===== src/rtl/pwm_decoder.sv =====
// PWM stream decoder: recovers the W-bit control word from a 2^W-clock PWM frame
// and reports stream health (steady level, multiple rising edges per frame).
module pwm_decoder #(
  parameter int unsigned W = 10
) (
  input  logic         clk,
  input  logic         reset,
  input  logic         pwm_in,
  output logic [W-1:0] duty_word,
  output logic         duty_valid,
  output logic         steady_low,
  output logic         steady_high,
  output logic         edge_err,
  output logic         locked
);

  typedef enum logic {ACQ, RUN} state_t;

  state_t       state, state_next;
  logic         sync1, pwm_s, pwm_d;
  logic         rise, frame_end, publish, align;
  logic [W-1:0] win_cnt;
  logic [W:0]   high_acc, acc_f;
  logic [1:0]   rise_cnt, rises_f;
  logic [2:0]   rise_sum;

  always_ff @(posedge clk or posedge reset) begin
    if (reset) begin
      sync1 <= 1'b0;
      pwm_s <= 1'b0;
      pwm_d <= 1'b0;
    end else begin
      sync1 <= pwm_in;
      pwm_s <= sync1;
      pwm_d <= pwm_s;
    end
  end

  assign rise      = pwm_s & ~pwm_d;
  assign frame_end = (win_cnt == '1);
  assign acc_f     = high_acc + {{W{1'b0}}, pwm_s};
  assign rise_sum  = {1'b0, rise_cnt} + {2'b00, rise};
  assign rises_f   = (rise_sum >= 3'd2) ? 2'd2 : rise_sum[1:0];

  always_ff @(posedge clk or posedge reset) begin
    if (reset) state <= ACQ;
    else       state <= state_next;
  end

  // In ACQ a rise takes priority over a coincident frame end: realign, no publish.
  always_comb begin
    state_next = state;
    publish    = 1'b0;
    align      = 1'b0;
    case (state)
      ACQ: begin
        if (rise) begin
          align      = 1'b1;
          state_next = RUN;
        end else if (frame_end) begin
          publish = 1'b1;
        end
      end
      RUN: begin
        if (frame_end) begin
          publish = 1'b1;
          if (rises_f == 2'd2 || rises_f == 2'd0) state_next = ACQ;
        end
      end
      default: state_next = ACQ;
    endcase
  end

  assign locked = (state == RUN);

  always_ff @(posedge clk or posedge reset) begin
    if (reset) begin
      win_cnt  <= '0;
      high_acc <= '0;
      rise_cnt <= '0;
    end else if (align) begin
      // The aligning rise sample itself is the first high sample of the frame.
      win_cnt  <= {{(W-1){1'b0}}, 1'b1};
      high_acc <= {{W{1'b0}}, 1'b1};
      rise_cnt <= 2'd1;
    end else begin
      win_cnt <= win_cnt + 1'b1;
      if (frame_end) begin
        high_acc <= '0;
        rise_cnt <= '0;
      end else begin
        high_acc <= acc_f;
        rise_cnt <= rises_f;
      end
    end
  end

  always_ff @(posedge clk or posedge reset) begin
    if (reset) begin
      duty_word   <= '0;
      duty_valid  <= 1'b0;
      steady_low  <= 1'b0;
      steady_high <= 1'b0;
      edge_err    <= 1'b0;
    end else begin
      duty_valid <= publish;
      if (publish) begin
        duty_word   <= acc_f[W] ? '1 : acc_f[W-1:0];
        steady_low  <= (acc_f == '0);
        steady_high <= acc_f[W];
        edge_err    <= (rises_f == 2'd2);
      end
    end
  end

endmodule

===== config.mk =====
export PLATFORM = sky130hd
export DESIGN_NAME = pwm_decoder
export DESIGN_NICKNAME = d
export VERILOG_FILES = /design/src/rtl/pwm_decoder.sv
export SDC_FILE = /design/constraint.sdc
export NUM_CORES = 1
export LEC_CHECK = 0
export CORE_UTILIZATION = 40
export CTS_CLUSTER_DIAMETER = 30
export DETAILED_ROUTE_END_ITERATION = 8
export PLACE_DENSITY = 0.67
export SYNTH_ARGS = -nofsm -noshare
export SYNTH_HDL_FRONTEND = slang
export SYNTH_SLANG_ARGS = --single-unit

===== constraint.sdc =====
create_clock -name clk -period 2 [get_ports clk]
set_input_delay 0.5 -clock clk [delete_from_list [all_inputs] [get_ports clk]]
set_output_delay 0.5 -clock clk [all_outputs]
set_load 0.01 [all_outputs]

==> summary.txt, run 1 <==
Timing
  – Worst Clk Skew: a little under 0.004 ns
  – Fmax: roughly 540 MHz
  – Final Max Tran Viols: 0
  – TNS Setup: 0 ns
  – Slew headroom: 0.620
  – Slew @ Worst Pin: 0.569 ns
  – Final period utilization: 0.922
  – Post-route minimum period: 1.84 ns
  – Unrepaired setup endpoints after global routing: false
  – Final Hold Vio Count: 0
  – Number of setup violations in the final report: 0

Clocking
  – Postcts setup bufs: 0
  – Root buf cell: clkbuf_8
  – # hold bufs at CTS: 0
  – Clock buffer depth: 2
  – PostCTS Resize Cnt: 0
  – Total CTS buffers: 5
  – Clock transition at path regs: approximately 0.080 ns
  – Clock insertion delay at the later pin of the skew report: 0.30 ns
  – H-tree depth: 2
  – CTS tree: done
  – Clk sink count: 41

Pwr
  – Clk pwr share: 0.305
  – Worst vdd ir: approximately 0.48 mV
  – P per Cell Area: 1010 nW/µm²
  – Int Power: 1.57 mW
  – Power consumption: 2.24 mW
  – Sw Pwr: 673 µW
  – Sequential share of power: 0.510
  – Gate power share: 0.185
  – Lkg Pwr: approximately 1 nW
  – Net Sw Frac: 0.300

Placed design
  – Gpl congestion: 0.808
  – IO buf count: 17
  – HPWL Detailed: approximately 2300 µm

Worst setup path
  – Critical path buffer and inverter count: 0
  – Req. time, crit path: ~2.2 ns
  – Slowest stage delay, CP: approximately 0.5 ns
  – FF-to-FF Start: pwm_s
  – Setup crit end kind: flop
  – FF-to-FF setup slack: roughly 0.16 ns
  – CP Max Fanout: 5
  – Slowest-stage cell, CP: or4_4
  – Type of the worst setup path: flop to flop
  – Crit-path cells: ha_1 > nand4_4 > or4_4 > and3_1 > o2111ai_1 > o22ai_1
  – R2r endpoint: steady_low
  – Worst setup startpoint: pwm_s
  – CP startpoint kind: flop
  – Crit path arrival time: 2.03 ns
  – R2R cell count: 6
  – Worst path top cell family by delay: simple AND/OR/NAND/NOR gates

Layout
  – Register area: 1030 µm²
  – Area taken by multi-input logic gates: slightly below 800 µm²
  – Core Util, Final: 0.502
  – FILL cells: 416
  – Layout cell share with drive strength beyond 1: 0.0788
  – Area growth from synthesis to layout: 18.9%
  – Diode count: 0
  – Nets: roughly 210

Global route
  – First-pass GRT wire length: 5920 µm
  – Vias in the first global route: approximately 1,300
  – Largest net degree at the start of global routing: 42
  – GRT Resource Usage Total: 0.159
  – Initial antenna violation count: 0
  – Gr ovfl total: 0

Logic synthesis
  – Synth Cell Area: 1880 µm²
  – Share of the yosys chip area belonging to registers: 0.547
  – Cells after synthesis: 182
  – Number of synthesized flops with an enable pin: 0
  – Flops & latches, synth: 41
  – Syn avg cell area: 10.3 µm²
  – Synth cell types: 35
  – Synth warn: 0
  – Main synth FF type: dfrtp_1
  – Fraction of registers with async set/reset: 1.00
  – Mapped Nets: 189

Floorplanning
  – DIE WIDTH: a little over 70 µm
  – Initial core utilization: 0.422
  – Cell row count: 24
  – IO Count: 18
  – Die H: slightly above 70 µm
  – CORE AREA: 4440 µm²
  – Die area: 4970 µm²

Hold path
  – Hold Path Sink: pwm_s
  – Hold_sp: sync1
  – Depth of the worst hold-timing path: 0
  – Min-delay worst type: flop to flop

Route
  – Vias per cell: around 5.2
  – Post-DR wirelength/cell: 13.3 µm
  – Via count: about 1,300
  – Post-route ant nets: 0
  – DRT Wirelength: between 3000 and 4000 µm
  – Drc violations: 4
  – Iter 0 DRT Violations: 82
  – Pre-antenna DRT Iters: 6

Status
  – Status: finished with violations
  – Failing checks: DRC

Flow run
  – Max-cap violations: 0
-- cell usage after synthesis (2+ instances only) --
cell      number  area share
nor3_1         3      0.0080
inv_1          4      0.0080
nor2b_1        3       0.010
a31oi_1        8       0.027
o21ai_0        5       0.013
or3_1          2      0.0067
and4_1         4       0.019
buf_2          2      0.0053
nor2_1        29       0.058
a21oi_1        5       0.013
nand3_1        8       0.021
and3_1         6       0.020
nand4_1        4       0.013
xnor2_1        5       0.023
xor2_1        12       0.056
ha_1           4       0.027
nand2_1       14       0.028
o21a_1         2      0.0080
dfrtp_1       41        0.55
and2_1         2      0.0067
clkbuf_1       5       0.010
-- worst max path at each step --
| stage | cells past startpoint | slack, ns | endpoint |
|---|---|---|---|
| floorplan | 6 | 0.29 | duty_word[2] |
| global placement | 6 | 0.22 | steady_low |
| detailed placement | 6 | 0.15 | steady_low |
| CTS | 6 | 0.16 | steady_low |
| global route | 6 | 0.03 | steady_low |
| finish | 6 | 0.16 | steady_low |
-- layout by cell type, fill, tap and decap left out, types with 5 or more instances in the layout --
| cell | instances |
|---|---|
| a21oi_1 | 5 |
| a31oi_1 | 8 |
| and3_1 | 6 |
| clkbuf_8 | 6 |
| clkdlybuf4s50_1 | 17 |
| dfrtp_1 | 41 |
| nand2_1 | 14 |
| nand3_1 | 8 |
| nor2_1 | 29 |
| o21ai_0 | 5 |
| xnor2_1 | 5 |
| xor2_1 | 12 |
-- per-layer routing --
| layer | wire [µm] | GRT usage |
|---|---|---|
| met1 | 1760 | 0.218 |
| met2 | 1400 | 0.221 |
| met4 | 123 | 0.0907 |
| met5 | 0 | 0 |
| met3 | 119 | 0.0491 |
-- kinds of logic after synthesis --
logic type / share of synthesized area
simple gates: 0.225
fa+ha+maj: 0.0267
xor+xnor: 0.0794
flops: 0.547
buf+inv: 0.0334
mux: 0.00600
compound gates: 0.0821
-- registers in the layout, indices dropped and copies added, names as in the netlist, 2 cells and up --
register	cells
duty_word	10
high_acc	11
win_cnt	10
rise_cnt	2
-- per-stage QoR --
step                instances  setup WS, ns  cell area [µm²]  hold WS, ns
global placement          247         0.222             2110        0.348
CTS                       255         0.156             2230        0.357
global route              255        0.0348             2230        0.371
floorplan                 182         0.293             1880        0.331
detailed placement        247         0.152             2110        0.340
finish                    255         0.156             2230        0.361
-- power by group through the flow --
stage | combinational, mW | sequential (mW) | clock [mW]
final | 0.416 | 1.14 | 0.684
after global routing | 0.481 | 1.17 | 0.735
after CTS | 0.421 | 1.14 | 0.699
after detailed placement | 0.422 | 1.15 | 0
after global placement | 0.413 | 1.15 | 0
after floorplan | 0.359 | 1.11 | 0
-- area by class of cell --
type,instances,share of cell area
clock inverters,1,0.0135
multi-input cells,128,0.353
flip-flops and latches,41,0.460
clock buffers,7,0.0387
well taps,52,0.0292
repair buffers,22,0.0988
inverters,4,0.00673
Note: power is estimated with default switching activity, not from simulation.
==> run 2, diff against run 1 <==
Settings changed: CTS_CLUSTER_DIAMETER 30 to default.
==> results of run 2 <==
Final layout, timing and power as in run 1 (identical DEF).
==> variant: new RTL, config.mk and constraints of run 1 <==
Set the parameter `W` to 5 (it was 10).
--- a/src/rtl/pwm_decoder.sv
+++ b/src/rtl/pwm_decoder.sv
@@ -3,3 +3,3 @@
 module pwm_decoder #(
-  parameter int unsigned W = 10
+  parameter int unsigned W = 5
 ) (
Interface: changed (resized duty_word); port bits go from 18 to 13. The function was not compared with the original's and may differ.
==> variant against run 1 <==
  * Highest routed layer unchanged
  * Synthesized area decreased by 41%
  * Sequential share of layout area increased by 4.0 points
  * Sequential cell count decreased by 15
  * Worst setup slack got worse by 0.043 ns
  * Largest power group unchanged
  * Total power decreased by 17%
  * Maximum frequency decreased by 2.3%
  * Final area decreased by 42%
  * Wire length decreased by 44%
  * Via count decreased by 43%
  * Critical path depth decreased by 5
==> variant: results (changes against run 1) <==
- DR iter-0 viols: 18 (was 82)
- Worst r2r src: win_cnt[0] (was pwm_s)
- Sequential fraction of the synthesis area: 0.5856 (was 0.5470)
- Grt met3 use: 0.05833 (was 0.04906)
- Clock latency on the worst-skew pair: 0.32 ns (was 0.30 ns)
- Placed cells: 137 (was 247)
- Synth top cells by count: 26 x dfrtp_1, 13 x nor2_1, 6 x nand2_1 (was 41 x dfrtp_1, 29 x nor2_1, 14 x nand2_1)
- GR Util met2: 0.2651 (was 0.2211)
- Post-route clock skew: 0.006996 ns (was 0.003906 ns)
- Leakage: 0.5974 nW (was 1.013 nW)
- Synth Net Count: 103 (was 189)
- Crit path time final: 1.887 ns (was 1.845 ns)
- Reg clk slew, reported paths: 0.14 ns (was 0.08 ns)
- Num CTS Buffers: 3 (was 5)
- Crit. Startpoint: locked (was pwm_s)
- Yosys cell types: 25 (was 35)
- Arr. time, crit path: 1.39 ns (was 2.03 ns)
- Post-synthesis adder-cell area fraction: 0.05631 (was 0.02668)
- Critical Path Max Stage Delay: 0.58 ns (was 0.50 ns)
- H-tree Lvls: 1 (was 2)
- DP Wirelength: 1412 um (was 2326 um)
- Mux cell area share after synthesis: 0.01914 (was 0.006004)
- Pwr Density: 1436 nW/um^2 (was 1007 nW/um^2)
- # DRC: 0 (was 4)
- Fin nets: 120 (was 209)
- Gpl congestion: 0.6953 (was 0.8080)
- Relative slew slack: 0.7115 (was 0.6196)
- Largest cells by area after synthesis: dfrtp_1 59%, ha_1 5.6%, nor2_1 4.4% (was dfrtp_1 55%, nor2_1 5.8%, xor2_1 5.6%)
- Final wirelength: 1909 um (was 3399 um)
- CP max-delay cell: clkdlybuf4s50_1 (was or4_4)
- Top Registers: high_acc: 6 flops, duty_word: 5 flops, win_cnt: 5 flops (was high_acc: 11 flops, duty_word: 10 flops, win_cnt: 10 flops)
- Pre-CTS setup slack: 0.2492 ns (was 0.1519 ns)
- IO Port Bufs: 12 (was 17)
- Share of cells above drive strength 1: 0.09009 (was 0.07882)
- Status: complete, no violations (was complete, but fails checks)
- First-pass GRT wire length: 3174 um (was 5920 um)
- Vias in the first global route: 734 (was 1261)
- Total GRT Usage: 0.1566 (was 0.1591)
- Compound-Gate Fraction of Synth Area: 0.06869 (was 0.08205)
- M1 GR Usage: 0.1856 (was 0.2181)
- Post-synthesis xor/xnor area fraction: 0.06982 (was 0.07939)
- Largest register FFs: 6 (was 11)
- Via Count: 747 (was 1317)
- Fillers: 233 (was 416)
- CP top delay family: buffers and inverters (was simple AND/OR/NAND/NOR gates)
- CTS Root Cell: clkbuf_4 (was clkbuf_8)
- Peak VDD IR: 0.0007377 V (was 0.0004766 V)
- Post-DP Area: 1265 um^2 (was 2113 um^2)
- DR WL/cell: 13.54 um (was 13.33 um)
- Largest net degree at the start of global routing: 27 (was 42)
variant: per-layer routing:
layer	routed length (um)	share of wire
met1	893	0.47
met2	892	0.47
met3	107	0.056
met4	15	0.0079
met5	0	0
variant: layout make-up:
type,count,area share
flip-flops and latches,26,0.5000
multi-input cells,63,0.3308
inverters,5,0.01442
repair buffers,13,0.09808
clock buffers,4,0.02788
well taps,30,0.02885
variant: path summary, 6_finish.rpt:
kind	endpoint	depth (start not counted)
setup / recovery	locked	1
hold / removal	pwm_s	0
min in group asynchronous	steady_high	3
hold reg to reg	pwm_s	0
setup reg to reg	duty_word[2]	6
max in group asynchronous	win_cnt[3]	3
variant: where the power goes:
group          leakage (nW)  total [mW]  internal, mW  switching [mW]
sequential            0.317       0.892         0.730           0.162
clock                0.0210       0.261         0.111           0.150
combinational         0.259       0.715         0.379           0.336
